==> config.mk <==
export PLATFORM = sky130hd
export DESIGN_NAME = pdata_seq
export DESIGN_NICKNAME = d
export VERILOG_FILES = /design/src/rtl/pdata_seq.sv
export SDC_FILE = /design/constraint.sdc
export NUM_CORES = 1
export LEC_CHECK = 0
export BUFFER_PORTS_ARGS = -buffer_cell sky130_fd_sc_hd__buf_2
export CORE_MARGIN = 3
export CORE_UTILIZATION = 49
export CTS_BUF_LIST = sky130_fd_sc_hd__clkbuf_8
export DETAILED_ROUTE_END_ITERATION = 8
export GPL_TIMING_DRIVEN = 1
export HOLD_SLACK_MARGIN = 0.03
export PLACE_DENSITY = 0.68
export SLEW_MARGIN = 25
export SYNTH_ARGS = -nofsm -noshare
export SYNTH_HDL_FRONTEND = slang
export SYNTH_SLANG_ARGS = --single-unit
==> constraint.sdc <==
create_clock -name clk -period 34 [get_ports clk]
set_input_delay 3.4 -clock clk [delete_from_list [all_inputs] [get_ports clk]]
set_output_delay 3.4 -clock clk [all_outputs]
set_load 0.02 [all_outputs]
==> src/rtl/pdata_seq.sv <==
// pdata_seq: bit-serial operand loader and shift-add multiply-accumulate engine.
// Operands data_1/data_2 and the accumulator are loaded and read one bit per
// accepted opcode. MUL / MUL_ADD run an unsigned shift-add multiply over SIZE
// cycles and then write the accumulator.
// Optional feature: define PDATA_SEQ_SAT_EN to saturate MUL_ADD overflow to all
// ones. Without it, overflow wraps modulo 2^ACC_W.
module pdata_seq #(
  parameter int SIZE     = 32,
  parameter int ACC_MULT = 4
) (
  input  logic       clk,
  input  logic       rst,
  input  logic       rx,
  input  logic [2:0] opcode,
  input  logic       op_valid,
  output logic       op_ready,
  output logic       tx,
  output logic       tx_en,
  output logic       busy,
  output logic       done
);

  localparam int ACC_W = ACC_MULT * SIZE;
  localparam int PW    = 2 * SIZE;
  localparam int WW    = (ACC_W > PW) ? ACC_W : PW;
  localparam int CW    = $clog2(SIZE) + 1;

  typedef enum logic [2:0] {
    OP_OUT_DATA1 = 3'd0,
    OP_OUT_DATA2 = 3'd1,
    OP_OUT_RES   = 3'd2,
    OP_LOAD      = 3'd3,
    OP_LOAD_RES  = 3'd4,
    OP_MUL       = 3'd5,
    OP_MUL_ADD   = 3'd6,
    OP_NO_OP     = 3'd7
  } opcode_t;

  typedef enum logic [1:0] {
    IDLE = 2'd0,
    MULT = 2'd1,
    DONE = 2'd2
  } state_t;

  state_t            state_q, state_d;
  logic [SIZE-1:0]   data1_q, data1_d;
  logic [SIZE-1:0]   data2_q, data2_d;
  logic [ACC_W-1:0]  acc_q, acc_d;
  logic [PW-1:0]     mcand_q, mcand_d;
  logic [SIZE-1:0]   mplier_q, mplier_d;
  logic [PW-1:0]     prod_q, prod_d;
  logic [CW-1:0]     cnt_q, cnt_d;
  logic              mode_q, mode_d;

  logic [PW-1:0]     prodNext;
  logic [WW-1:0]     prodWide;
  logic [ACC_W-1:0]  prodExt;
  logic [ACC_W-1:0]  accAddResult;

  // Partial product after this cycle's multiplier bit, resized to the accumulator width.
  always_comb begin
    prodNext = prod_q + (mplier_q[0] ? mcand_q : '0);
    prodWide = WW'(prodNext);
    prodExt  = prodWide[ACC_W-1:0];
  end

`ifdef PDATA_SEQ_SAT_EN
  logic [ACC_W:0] accSumWide;

  // Accumulate with an extra carry bit; any carry out clamps the result to all ones.
  always_comb begin
    accSumWide   = {1'b0, acc_q} + {1'b0, prodExt};
    accAddResult = accSumWide[ACC_W] ? {ACC_W{1'b1}} : accSumWide[ACC_W-1:0];
  end
`else
  // Accumulate and let overflow wrap around.
  always_comb begin
    accAddResult = acc_q + prodExt;
  end
`endif

  // Next-state, datapath updates and outputs; everything holds unless an opcode is accepted.
  always_comb begin
    state_d  = state_q;
    data1_d  = data1_q;
    data2_d  = data2_q;
    acc_d    = acc_q;
    mcand_d  = mcand_q;
    mplier_d = mplier_q;
    prod_d   = prod_q;
    cnt_d    = cnt_q;
    mode_d   = mode_q;
    op_ready = 1'b0;
    busy     = 1'b0;
    done     = 1'b0;
    tx       = 1'b0;
    tx_en    = 1'b0;

    case (state_q)
      IDLE: begin
        op_ready = ~rst;
        case (opcode)
          OP_OUT_DATA1: begin tx = data1_q[SIZE-1]; tx_en = ~rst; end
          OP_OUT_DATA2: begin tx = data2_q[SIZE-1]; tx_en = ~rst; end
          OP_OUT_RES:   begin tx = acc_q[ACC_W-1];  tx_en = ~rst; end
          default:      begin tx = 1'b0;            tx_en = 1'b0; end
        endcase
        if (rst) begin
          tx = 1'b0;
        end
        if (op_valid && op_ready) begin
          case (opcode)
            OP_OUT_DATA1: data1_d = {rx, data1_q[SIZE-1:1]};
            OP_OUT_DATA2: data2_d = {rx, data2_q[SIZE-1:1]};
            OP_OUT_RES,
            OP_LOAD_RES:  acc_d = {acc_q[ACC_W-2:0], rx};
            OP_LOAD: begin
              data1_d = {data1_q[SIZE-2:0], rx};
              data2_d = {data2_q[SIZE-2:0], data1_q[SIZE-1]};
            end
            OP_MUL,
            OP_MUL_ADD: begin
              mcand_d  = PW'(data1_q);
              mplier_d = data2_q;
              prod_d   = '0;
              cnt_d    = '0;
              mode_d   = (opcode == OP_MUL_ADD);
              state_d  = MULT;
            end
            default: ;
          endcase
        end
      end

      MULT: begin
        busy     = 1'b1;
        prod_d   = prodNext;
        mcand_d  = mcand_q << 1;
        mplier_d = mplier_q >> 1;
        cnt_d    = cnt_q + CW'(1);
        if (cnt_q == CW'(SIZE - 1)) begin
          acc_d   = mode_q ? accAddResult : prodExt;
          state_d = DONE;
        end
      end

      DONE: begin
        done    = 1'b1;
        state_d = IDLE;
      end

      default: state_d = IDLE;
    endcase
  end

  // State and datapath registers; reset clears everything at once, independent of the clock.
  always_ff @(posedge clk or posedge rst) begin
    if (rst) begin
      state_q  <= IDLE;
      data1_q  <= '0;
      data2_q  <= '0;
      acc_q    <= '0;
      mcand_q  <= '0;
      mplier_q <= '0;
      prod_q   <= '0;
      cnt_q    <= '0;
      mode_q   <= 1'b0;
    end else begin
      state_q  <= state_d;
      data1_q  <= data1_d;
      data2_q  <= data2_d;
      acc_q    <= acc_d;
      mcand_q  <= mcand_d;
      mplier_q <= mplier_d;
      prod_q   <= prod_d;
      cnt_q    <= cnt_d;
      mode_q   <= mode_d;
    end
  end

endmodule

==> results.md, run 1 <==
- Status: finished, final reports clean
- Main combinational cell family by area after synthesis: compound AO/OA/AOI/OAI gates
- Drc violations: 0
- Total gr overflow: 0
- CP arrival: ~8.5 ns
- Core Rows: 82
- Fraction of the mapped netlist area in simple logic gates: 0.1704
- IO Pins: 12
- # fillers: roughly 4.7k
- RSZ-0062 raised after global routing: no
- Post-DP HPWL: around 45000 µm
- Post-synthesis mux area share: 0.03952
- Post-synth net total: 3103
- Clk Latency, worst-skew pair: about 0.67 ns
- Hold Startpoint: mplier_q[23]$_DFFE_PP0P_
- Cts repair resizes: 0
- Ranking of synthesized cells by area: dfrtp_1 36%, ha_1 6.7%, o21ai_0 6.1%, nand2_1 4.9%, a21oi_1 4.7%
- Largest net degree at the start of global routing: 121
- Max_cap viols: 0
- Worst hold path type: register to register
- Mapped Avg Cell Area: approximately 8.5 µm²
- Capturing element type of the critical path: register
- Hold_buf cts: 0
- CTS H-tree lvls: 3
- Pwr Density: 61.71 nW/µm²
- Static Leak: 12.93 nW
- Synth Area in XOR/XNOR: 0.04326
- CP max FO: between 50 and 60
- Chip width: about 230 µm
- Fmax: around 0.13 GHz
- Final net count: 3015
- Most frequent cells in the layout: 360 x dfrtp_1, 324 x nand2_1, 305 x o21ai_0, 237 x a21oi_1, 169 x nor2_1
- Number of global-route vias before repair: about 22k
- N_diodes: 0
- Clock root buffer: clkbuf_8
- Core area: a little over 50000 µm²
- DRT Wirelength: between 60000 and 70000 µm
- Final Slew Violations: 0
- Sink Count: 361
- Post-CTS Setup Inserts: 0
- Layout Skew: between 0.03 and 0.04 ns
- Synthesis-stage register bit count: roughly 360
- Multi-input logic area: approximately 15000 µm²
- Worst r2r src: mplier_q[0]$_DFFE_PP0P_
- DRT iter0 DRCs: 2081
- CTS tree: built
- Total GRT Usage: 0.2449
- Synth Instances: a little under 3k
- Compound-Gate Fraction of Synth Area: 0.2702
- Total CTS buffers: 67
- Max VDD drop: slightly below 0.07 mV
- Core Util, Final: 0.5339
- Chip Height: ~230 µm
- Layout area overhead: 7.137%
- Max_slew headroom: 0.3056
- Initial antenna violation count: 1
- Mapped cell area: ~25000 µm²
- Die area: approximately 54000 µm²
- Commonest non-fill, non-tap cell in the layout: dfrtp_1
- Required time worst endpoint: around 35 ns
- First-pass GRT wire length: between 100000 and 150000 µm
- Seq/Total Area, Yosys: 0.3598
- Post-synth EDFFs: 0
- Port buffer count: 11
- Top FF cell, synth: dfrtp_1
- Post-DRT Antenna Nets: 0
- Worst-Margin Slew: ~1.0 ns
- Drt wl/cell: about 18 µm
- Drt pass-1 iters: 8
- Initial Util: 0.4983
- Hold Fails Final Rpt: 0
- Dpl cells: 3474
- Ys Warns: 0
- Fraction of layout cells with a size suffix above 1: 0.05397
- Clock buffer depth: 3
- GPL Wtd Cong: between 0.9 and 1
- Worst setup startpoint: mplier_q[0]$_DFFE_PP0P_
- Leading area contributor after synthesis: dfrtp_1
- Final setup vio count: 0
- Crit Path Category: register to register
- Synth cell types: 81
- Period utilization: 0.2336
- Ys async rst share: 1.000
- Min Tclk post-route: 7.944 ns
- Vias per inst: 6.288
- Vias after detailed routing: approximately 23k
- Post-synthesis adder-cell area fraction: 0.06888
- Setup TNS Final: 0 ns
- FF+latch area: ~9000 µm²
- Clock transition at path regs: approximately 0.07 ns
- Yosys top cell area share: 0.3598
- Non-filler cells in the finished layout: roughly 3.6k
- Crit start category: register
## flip-flops by register name, indices dropped and copies added (netlist names)
signal    flops
acc_q       128
cnt_q         6
data1_q      32
data2_q      32
mplier_q     32
mcand_q      64
mode_q        1
state_q       2
prod_q       64
## power by group
group          switching [mW]  total (mW)  internal (mW)  leakage [nW]
Sequential              0.112       0.638          0.526          4.77
Clock                   0.199       0.444          0.245         0.761
Combinational           0.385       0.578          0.193          7.39
## critical path: stages (launching register included)
cell and delay (ns):
dfrtp_1 0.42, buf_4 0.29, and2_1 0.24, ha_1 0.44, and4_1 0.29, nand3_1 0.15, nor2_1 0.13, o2111ai_1 0.20
a21oi_1 0.43, a31oi_1 0.25, o31ai_1 0.51, a21oi_1 0.19, o41ai_1 0.50, xnor2_1 0.28, inv_1 0.12, ha_1 0.35
nand2_1 0.08, o21ai_0 0.26, a41o_1 0.22, a21oi_1 0.08, nor2_1 0.14, a211oi_1 0.07, o21a_1 0.18, o22a_1 0.40
or3_1 0.60, or4_4 0.56, o32a_1 0.30, o22ai_1 0.14
## final timing paths
kind | endpoint | slack [ns] | depth (start not counted)
worst min register to register | mplier_q[23]$_DFFE_PP0P_ | 0.49 | 2
worst max register to register | acc_q[107]$_DFFE_PP0P_ | 26.06 | 27
worst max-delay path | acc_q[107]$_DFFE_PP0P_ | 26.06 | 27
worst min-delay path | mplier_q[23]$_DFFE_PP0P_ | 0.49 | 2
max in group asynchronous | mcand_q[58]$_DFFE_PP0P_ | 29.62 | 3
min in group asynchronous | state_q[0]$_DFFE_PP0P_ | 2.89 | 2
## kinds of logic (layout without fill, tap and decap cells)
logic type / after synthesis / after routing
AO/OA/AOI/OAI: 1030 / 1030
buffers and inverters: 317 / 267
AND/OR/NAND/NOR: 891 / 891
adder cells (fa/ha/maj): 137 / 137
multiplexers: 99 / 99
XOR/XNOR: 124 / 124
flip-flops: 361 / 361
## layer usage
layer / global-route usage / vias up / wire length (µm)
met2: 0.3930 / 619 / 30700
li1: - / 10720 / -
met4: 0.06894 / 0 / 1338
met3: 0.04318 / 109 / 3591
met1: 0.3402 / 11070 / 30520
met5: 0 / - / 0
## layout make-up
class / count / share of cell area
Sequential cell: 361 / 0.3359
Multi-Input combinational cell: 2281 / 0.5550
Timing Repair Buffer: 32 / 0.008048
Inverter: 128 / 0.01833
Tap cell: 672 / 0.03126
Clock buffer: 79 / 0.04043
Clock inverter: 28 / 0.01098
## cell usage after synthesis (18+ instances only)
| master | count |
|---|---|
| dfrtp_1 | 361 |
| nand2_1 | 325 |
| o21ai_0 | 305 |
| a21oi_1 | 238 |
| clkbuf_1 | 174 |
| nor2_1 | 173 |
| ha_1 | 135 |
| inv_1 | 127 |
| mux2i_1 | 98 |
| a22o_1 | 97 |
| and2_1 | 78 |
| xnor2_1 | 77 |
| a21o_1 | 69 |
| nand3_1 | 64 |
| a222oi_1 | 63 |
| nand4_1 | 54 |
| and3_1 | 47 |
| xor2_1 | 47 |
| nor3_1 | 35 |
| nor2b_1 | 27 |
| o21bai_1 | 24 |
| or3_1 | 23 |
| a31oi_1 | 22 |
| a211oi_1 | 21 |
| a22oi_1 | 21 |
| o211ai_1 | 18 |
## metrics by stage
stage	instance area (µm²)	power [mW]	hold WS [ns]	worst slack [ns]
after detailed placement	25500	1.212	0.4774	26.14
after floorplan	25100	1.057	0.4563	20.58
final	26900	1.660	0.4883	26.06
after global routing	26900	1.774	0.5098	25.54
after CTS	26880	1.665	0.4900	26.14
after global placement	25500	1.193	0.4716	26.19
Power figures use the tool's default switching activity.
==> inputs of run 2 (changes only) <==
Settings changed: PLACE_DENSITY 0.68 to 0.71.
Clock period 34 ns to 6.8 ns, I/O delays scaled along.
==> results.md, run 2 (synthesis results as in run 1) <==
- Crit start category: register
- Final net count: ~3.1k
- GPL Wtd Cong: 0.9385
- Required time worst endpoint: 7.39 ns
- Chip Height: around 230 µm
- Placed inst area: about 26000 µm²
- Total CTS buffers: 67
- Number of global-route vias before repair: approximately 22k
- Crit Path Category: register to register
- Pwr Total: 8.410 mW
- Status: finished, final reports clean
- Multi-input logic area: between 15000 and 20000 µm²
- Largest net degree at the start of global routing: between 100 and 150
- Largest stage delay, worst path: roughly 0.42 ns
- Core Util, Final: 0.5526
- CP max FO: 10
- # fillers: around 4.6k
- Largest register FFs: 128
- Biggest registers after layout: acc_q (128), mcand_q (64), prod_q (64)
- Die area: approximately 54000 µm²
- Total GRT Usage: 0.2485
- Worst hold path type: primary input to asynchronous set/reset pin
- Period utilization: 0.9619
- FF+latch area: 9035 µm²
- Drt pass-1 iters: 7
- Clk Latency, worst-skew pair: between 0.6 and 0.7 ns
- CP dominant cell by count: buf_4
- Max_slew headroom: 0.3739
- CP arrival: between 7 and 8 ns
- Initial Util: 0.4983
- Hold_buf cts: 0
- Biggest register: acc_q
- Vias per inst: between 6 and 7
- Max VDD drop: about 0.37 mV
- Fin area: 27840 µm²
- CTS tree: built
- Post-DP HPWL: around 47000 µm
- Clock root buffer: clkbuf_8
- CP delay by family, top: compound AO/OA/AOI/OAI gates
- Layout area overhead: 10.88%
- Hold Fails Final Rpt: 0
- Final setup vio count: 0
- Static Leak: ~14 nW
- Min Tclk post-route: 6.541 ns
- Port buffer count: 11
- DRT Wirelength: between 60000 and 70000 µm
- Core area: 50380 µm²
- Max_cap viols: 0
- Place WS: 0.06027 ns
- Commonest non-fill, non-tap cell in the layout: dfrtp_1
- CP bufs+invs: 6
- Fmax: between 0.15 and 0.2 GHz
- Drt wl/cell: 18.46 µm
- Most frequent cells in the layout: 360 x dfrtp_1, 324 x nand2_1, 301 x o21ai_0, 234 x a21oi_1, 169 x nor2_1
- Worst-Margin Slew: 0.9372 ns
- Pwr Density: approximately 300 nW/µm²
- Dpl cells: 3570
- Final Slew Violations: 0
- Vias after detailed routing: between 20k and 25k
- Slowest-stage cell, CP: or3_1
- Layout Skew: roughly 0.029 ns
- Post-DRT Antenna Nets: 0
- Setup ws final: approximately 0.26 ns
- Fraction of layout cells with a size suffix above 1: 0.09476
- Sink Count: 361
- Initial antenna violation count: 1
- Core Rows: between 80 and 90
- Drc violations: 0
- IO Pins: 12
- Chip width: roughly 230 µm
- Total gr overflow: 0
- DRT iter0 DRCs: roughly 2.4k
- Clock buffer depth: 3
- Clock transition at path regs: around 0.06 ns
- CTS H-tree lvls: 3
- First-pass GRT wire length: ~110000 µm
- Non-filler cells in the finished layout: approximately 3.7k
- Capturing element type of the critical path: register
-- run 2: cell types whose count changed in the layout (fill, tap and decap cells not counted), moves of 4 or more --
cell | before | now
buf_4 | 20 | 114
clkbuf_8 | 79 | 85
clkinv_2 | 2 | 7
ha_1 | 135 | 131
ha_2 | 0 | 4
o21ai_0 | 305 | 301
o21ai_1 | 1 | 5
-- run 2: metal layers --
metal  wire length (µm)  up-vias  track usage
met1              31410    11210       0.3513
met5                  0        -            0
met3               3975      143      0.03999
li1                   -    10900            -
met2              31150      780       0.3958
met4               1589        0      0.06816
-- run 2: path summary, 6_finish.rpt --
path / start / endpoint / slack, ns / cells after the start
max reg2reg: mplier_q[0]$_DFFE_PP0P_ / acc_q[97]$_DFFE_PP0P_ / 0.26 / 27
max in group asynchronous: rst / acc_q[60]$_DFFE_PP0P_ / 5.27 / 3
max: mplier_q[0]$_DFFE_PP0P_ / acc_q[97]$_DFFE_PP0P_ / 0.26 / 27
min: rst / cnt_q[2]$_DFFE_PP0P_ / 0.23 / 2
min reg2reg: prod_q[60]$_DFFE_PP0P_ / prod_q[60]$_DFFE_PP0P_ / 0.49 / 2
min in group clk: opcode[2] / mode_q$_DFFE_PP0P_ / 0.34 / 3
-- run 2: metrics by stage --
step,hold slack (ns),TNS (ns)
after CTS,0.2141,0
after global placement,0.4677,0
after floorplan,0.4563,0
after global routing,0.2495,-0.07149
after detailed placement,0.4781,0
final,0.2258,0
-- run 2: timing repair --
item / 4_1_cts / 5_1_grt
setup buffers: 0 / 1
endpoints found under the setup margin: 0 / 68
resized for setup: 0 / 34
-- run 2: cell type report --
class	instances	share of cell area
Clock buffer	85	0.04203
Antenna cell	1	0.00008990
Sequential cell	361	0.3246
Multi-Input combinational cell	2281	0.5409
Tap cell	672	0.03021
Clock inverter	33	0.008496
Timing Repair Buffer	130	0.03609
Inverter	128	0.01758
-- run 2: where the power goes --
group	internal, mW	leakage (nW)	switching (mW)
Sequential	2.63	4.77	0.551
Combinational	1.06	7.94	1.98
Clock	1.19	0.796	1.00
Total	4.87	13.5	3.54
